`config.mk`:
```
export PLATFORM = sky130hd
export DESIGN_NAME = shot_cursor_ctrl
export DESIGN_NICKNAME = d
export VERILOG_FILES = /design/src/rtl/shot_cursor_ctrl.sv
export SDC_FILE = /design/constraint.sdc
export NUM_CORES = 1
export LEC_CHECK = 0
export CORE_AREA = 3 3 102 104
export CTS_BUF_LIST = sky130_fd_sc_hd__clkbuf_8
export CTS_CLUSTER_DIAMETER = 60
export DETAILED_ROUTE_END_ITERATION = 16
export DIE_AREA = 0 0 105 107
export PLACE_DENSITY_LB_ADDON = 0.12
export SYNTH_ARGS = -nofsm -noshare
export SYNTH_HDL_FRONTEND = slang
export SYNTH_SLANG_ARGS = --single-unit
export TNS_END_PERCENT = 10
```
`constraint.sdc`:
```
create_clock -name clk -period 2.4 [get_ports clk]
set_input_delay 0.48 -clock clk [delete_from_list [all_inputs] [get_ports clk]]
set_output_delay 0.48 -clock clk [all_outputs]
set_load 0.02 [all_outputs]
```
`src/rtl/shot_cursor_ctrl.sv`:
```
// Battleship targeting cursor, fired-cell bitmap and valid/ready shot request.
// Define CURSOR_WRAP_EN to wrap the cursor at the grid edges instead of saturating.
module shot_cursor_ctrl #(
    parameter int GRID_W  = 8,
    parameter int GRID_H  = 8,
    parameter int COORD_W = 3,
    parameter int CNT_W   = 7
) (
    input  logic               clk,
    input  logic               rst_n,
    input  logic               btn_up,
    input  logic               btn_down,
    input  logic               btn_left,
    input  logic               btn_right,
    input  logic               btn_fire,
    input  logic               new_game,
    input  logic               turn_en,
    input  logic               shot_ready,
    output logic [COORD_W-1:0] cur_x,
    output logic [COORD_W-1:0] cur_y,
    output logic               shot_valid,
    output logic [COORD_W-1:0] shot_x,
    output logic [COORD_W-1:0] shot_y,
    output logic               dup_err,
    output logic [CNT_W-1:0]   shot_count
);

    localparam int NCELL = GRID_W * GRID_H;
    localparam int IDX_W = $clog2(NCELL);
    localparam logic [COORD_W-1:0] X_MAX = COORD_W'(GRID_W - 1);
    localparam logic [COORD_W-1:0] Y_MAX = COORD_W'(GRID_H - 1);
    localparam logic [CNT_W-1:0]   CNT_MAX = CNT_W'(NCELL);

    typedef enum logic {IDLE, REQ} state_t;

    state_t             state, state_next;
    logic [NCELL-1:0]   fired;
    logic [IDX_W-1:0]   cur_idx, shot_idx;
    logic               fire_req, cell_shot, accept;
    logic [COORD_W-1:0] x_next, y_next;

    assign cur_idx   = IDX_W'(cur_y) * IDX_W'(GRID_W) + IDX_W'(cur_x);
    assign shot_idx  = IDX_W'(shot_y) * IDX_W'(GRID_W) + IDX_W'(shot_x);
    assign fire_req  = btn_fire & turn_en;
    assign cell_shot = fired[cur_idx];
    assign accept    = (state == IDLE) & fire_req & ~cell_shot;

    always_ff @(posedge clk or negedge rst_n) begin
        if (!rst_n) state <= IDLE;
        else        state <= state_next;
    end

    always_comb begin
        state_next = state;
        if (new_game) begin
            state_next = IDLE;
        end else begin
            case (state)
                IDLE:    if (accept) state_next = REQ;
                REQ:     if (shot_ready) state_next = IDLE;
                default: state_next = IDLE;
            endcase
        end
    end

    always_comb begin
        shot_valid = (state == REQ);
    end

    // Opposing presses in the same cycle cancel before any edge handling.
    always_comb begin
        x_next = cur_x;
        y_next = cur_y;
`ifdef CURSOR_WRAP_EN
        if (btn_right && !btn_left)      x_next = (cur_x == X_MAX) ? '0 : cur_x + 1'b1;
        else if (btn_left && !btn_right) x_next = (cur_x == '0) ? X_MAX : cur_x - 1'b1;
        if (btn_down && !btn_up)         y_next = (cur_y == Y_MAX) ? '0 : cur_y + 1'b1;
        else if (btn_up && !btn_down)    y_next = (cur_y == '0) ? Y_MAX : cur_y - 1'b1;
`else
        if (btn_right && !btn_left && cur_x != X_MAX)    x_next = cur_x + 1'b1;
        else if (btn_left && !btn_right && cur_x != '0)  x_next = cur_x - 1'b1;
        if (btn_down && !btn_up && cur_y != Y_MAX)       y_next = cur_y + 1'b1;
        else if (btn_up && !btn_down && cur_y != '0)     y_next = cur_y - 1'b1;
`endif
    end

    always_ff @(posedge clk or negedge rst_n) begin
        if (!rst_n) begin
            cur_x      <= '0;
            cur_y      <= '0;
            shot_x     <= '0;
            shot_y     <= '0;
            dup_err    <= 1'b0;
            shot_count <= '0;
            fired      <= '0;
        end else if (new_game) begin
            cur_x      <= '0;
            cur_y      <= '0;
            shot_x     <= '0;
            shot_y     <= '0;
            dup_err    <= 1'b0;
            shot_count <= '0;
            fired      <= '0;
        end else begin
            dup_err <= 1'b0;
            if (state == IDLE) begin
                // Any fire with turn_en swallows the moves of that cycle, even a rejected one.
                if (fire_req) begin
                    if (cell_shot) begin
                        dup_err <= 1'b1;
                    end else begin
                        shot_x <= cur_x;
                        shot_y <= cur_y;
                    end
                end else begin
                    cur_x <= x_next;
                    cur_y <= y_next;
                end
            end else if (shot_ready) begin
                fired[shot_idx] <= 1'b1;
                if (shot_count != CNT_MAX) shot_count <= shot_count + 1'b1;
            end
        end
    end

endmodule

```
==> run metrics <==
die area 11240 um^2; min cycle time layout 2.225 ns; clock buffer depth 2; design area 5010 um^2; Cell Area, Synth 4248 um^2; DRT Pass-1 Iters 4; vias in the first global route 3303; status finished clean; GRT Total Usage 0.2000; initial antenna violation count 0; final hold violation count 0; setup violators final 0; GRT overflow 0; Core Footprint 9639 um^2; Ys Warns 0; Post-Synth Simple-Gate Area 0.1838; Fillers 928; post-synthesis compound-gate area fraction 0.1508; post-synthesis sequential area ratio 0.5007; area taken by multi-input logic gates 1946 um^2; asr flop ratio synth 1.000; worst hold slack 0.01380 ns; crit end category primary output; largest family of logic cells by synthesized area simple AND/OR/NAND/NOR gates; Die Ht 107 um; Top-Level Pins 31; number of flops mapped to enable cells by yosys 0; worst-margin pin slew 0.5285 ns; mux cell area share after synthesis 0.08954; CP Max Fanout 8; DR vias/cell 5.333; flop2flop setup slack 0.34 ns; HPWL after DPL 7229 um; most frequent cell after synthesis nor2_1; top-area cell type share of the netlist area 0.5007; CP Data Required Time 1.92 ns; internal power 2638 uW; CTS Hold Bufs 0; Rows 36; post-synthesis adder-cell area fraction 0.01532; Core Util, Final 0.5197; average size of a mapped cell 9.788 um^2; drc violations 0; register area 2127 um^2; Worst Clk Skew 0.01132 ns; worst hold path class input pin to async pin; CTS tree yes; Net Sw Power 1422 uW; Iter 0 DRT Violations 160; Total Power 4060 uW; count of pins over their slew limit 0; synthesized net count 448; Starting Density 0.4407; Die W 105 um; CTS clk-pin slew, worst paths 0.09 ns; setup repair bufs after CTS 0; Setup CP Type register to primary output; XOR/XNOR Fraction of Synth Area 0.01856; Post-DP Area 4817 um^2; # port buffers 30; DR WL/cell 16.96 um; Flop pwr share 0.413; Post-CTS Resized 0; slowest stage delay, CP 0.62 ns; IR drop worst, VDD 302.4 uV; Num CTS Buffers 9; synth unique cells 44; final WL 10450 um; # Max-Cap Violations 0; crit start category register; total number of vias 3285; Ant. Diodes 0; routability cong. 0.8275; top cells by area, synth dfrtp_1 (50%), a21oi_1 (7.9%), nor2_1 (7.7%); CP cell instances buf_4 -> clkdlybuf4s50_1; Power per Cell Area 810.4 nW/um^2; clk_lat worst skew 0.35 ns; Tcrit/Tclk final 0.9271; global-route wire length before repair 17570 um; #FFs+latches synth 85; relative max-transition margin 0.6464; H-tree depth 3; main flop type after synthesis dfrtp_1; Final #Nets 492; RSZ-0062 raised after global routing no; CP Data Arrival Time 1.75 ns; share of layout cells above drive strength 1 0.1222; Combinational Power Share 0.340; Setup TNS 0 ns; commonest cells in the netlist nor2_1 (87), dfrtp_1 (85), a21oi_1 (67), mux2i_1 (29); fmax 449.4 MHz; leakage 0.002212 uW; # clock sinks 85; area leader, netlist dfrtp_1; Post-Syn Instances 434; proportion of power drawn by the clock network 0.247; largest net degree at the start of global routing 51; antenna violation net count after detailed routing 0; clk root buf clkbuf_8; CP max-delay cell clkdlybuf4s50_1; switching share of power 0.3503; area grow syn2layout 17.94%
kinds of logic (layout without fill, tap and decap cells):
| logic type | count (synthesis) | in the layout |
|---|---|---|
| and+or+nand+nor | 166 | 166 |
| AOI/OAI and AO/OA | 103 | 103 |
| DFF | 85 | 85 |
| buffers and inverters | 34 | 83 |
| muxes | 33 | 33 |
| xor gates and xnor gates | 9 | 9 |
| adders and majority gates | 4 | 4 |
worst paths after layout:
check | from | to | depth (start not counted)
max | cur_x[2]$_DFFE_PN0P_ | cur_x[2] | 2
max reg2reg | cur_y[0]$_DFFE_PN0P_ | cur_y[2]$_DFFE_PN0P_ | 6
max in group asynchronous | rst_n | fired[22]$_DFFE_PN0P_ | 2
min in group clk | fired[27]$_DFFE_PN0P_ | fired[27]$_DFFE_PN0P_ | 2
min | rst_n | shot_x[1]$_DFFE_PN0P_ | 1
min reg2reg | fired[27]$_DFFE_PN0P_ | fired[27]$_DFFE_PN0P_ | 2
area by class of cell:
cell class | count | share of cell area
clock inverters | 6 | 0.01099
multi-input cells | 315 | 0.3884
clock buffers | 10 | 0.02747
well taps | 133 | 0.03322
flip-flops and latches | 85 | 0.4246
repair buffers | 59 | 0.1094
inverters | 8 | 0.005994
cells in the final DEF, fill, tap and decap left out, types with 3 or more instances in the layout:
master / n
mux2i_1: 29
a22oi_1: 5
inv_1: 10
clkbuf_8: 10
and2_1: 3
or2_2: 3
nor3_1: 7
a31oi_1: 5
nand2_1: 19
and3_1: 4
o221ai_1: 3
xnor2_1: 5
buf_12: 3
o31ai_1: 3
nor2_1: 87
nand3_1: 6
a21oi_1: 67
clkdlybuf4s50_1: 28
nor2b_1: 11
o21ai_0: 3
o22ai_1: 3
dfrtp_1: 85
buf_4: 27
mux4_2: 4
nand2b_1: 15
nor3b_1: 6
a211oi_1: 4
xor2_1: 4
power by group through the flow:
stage	logic (uW)	clock network (uW)	registers, uW
2_1_floorplan	917	0	1670
3_3_place_gp	1370	0	1710
3_5_place_dp	1390	0	1710
4_1_cts	1390	1040	1680
5_1_grt	1510	1110	1700
6_report	1380	1000	1680
critical path, delay by kind of cell, from the launching register on:
kind	cells	cell delay, ns
buf+inv	2	0.85
flops	1	0.54
registers in the layout, summed over array words and instances, names as in the netlist:
register / flops
shot_count: 7
shot_valid: 1
fired: 64
cur_y: 3
shot_x: 3
dup_err: 1
shot_y: 3
cur_x: 3
through the flow:
step / setup WS [ns] / std cells
floorplan: 0.2895 / 434
global placement: 0.08269 / 600
detailed placement: 0.05089 / 600
CTS: 0.1480 / 616
global route: 0.1047 / 616
finish: 0.1749 / 616
routing by layer:
metal,track usage,up-vias,part of all wire
met5,0,-,0
met1,0.2824,1630,0.48
li1,-,1582,-
met2,0.3130,56,0.46
met4,0.07404,0,0.019
met3,0.03070,17,0.037
No activity file was read; power rests on OpenSTA's default activity.
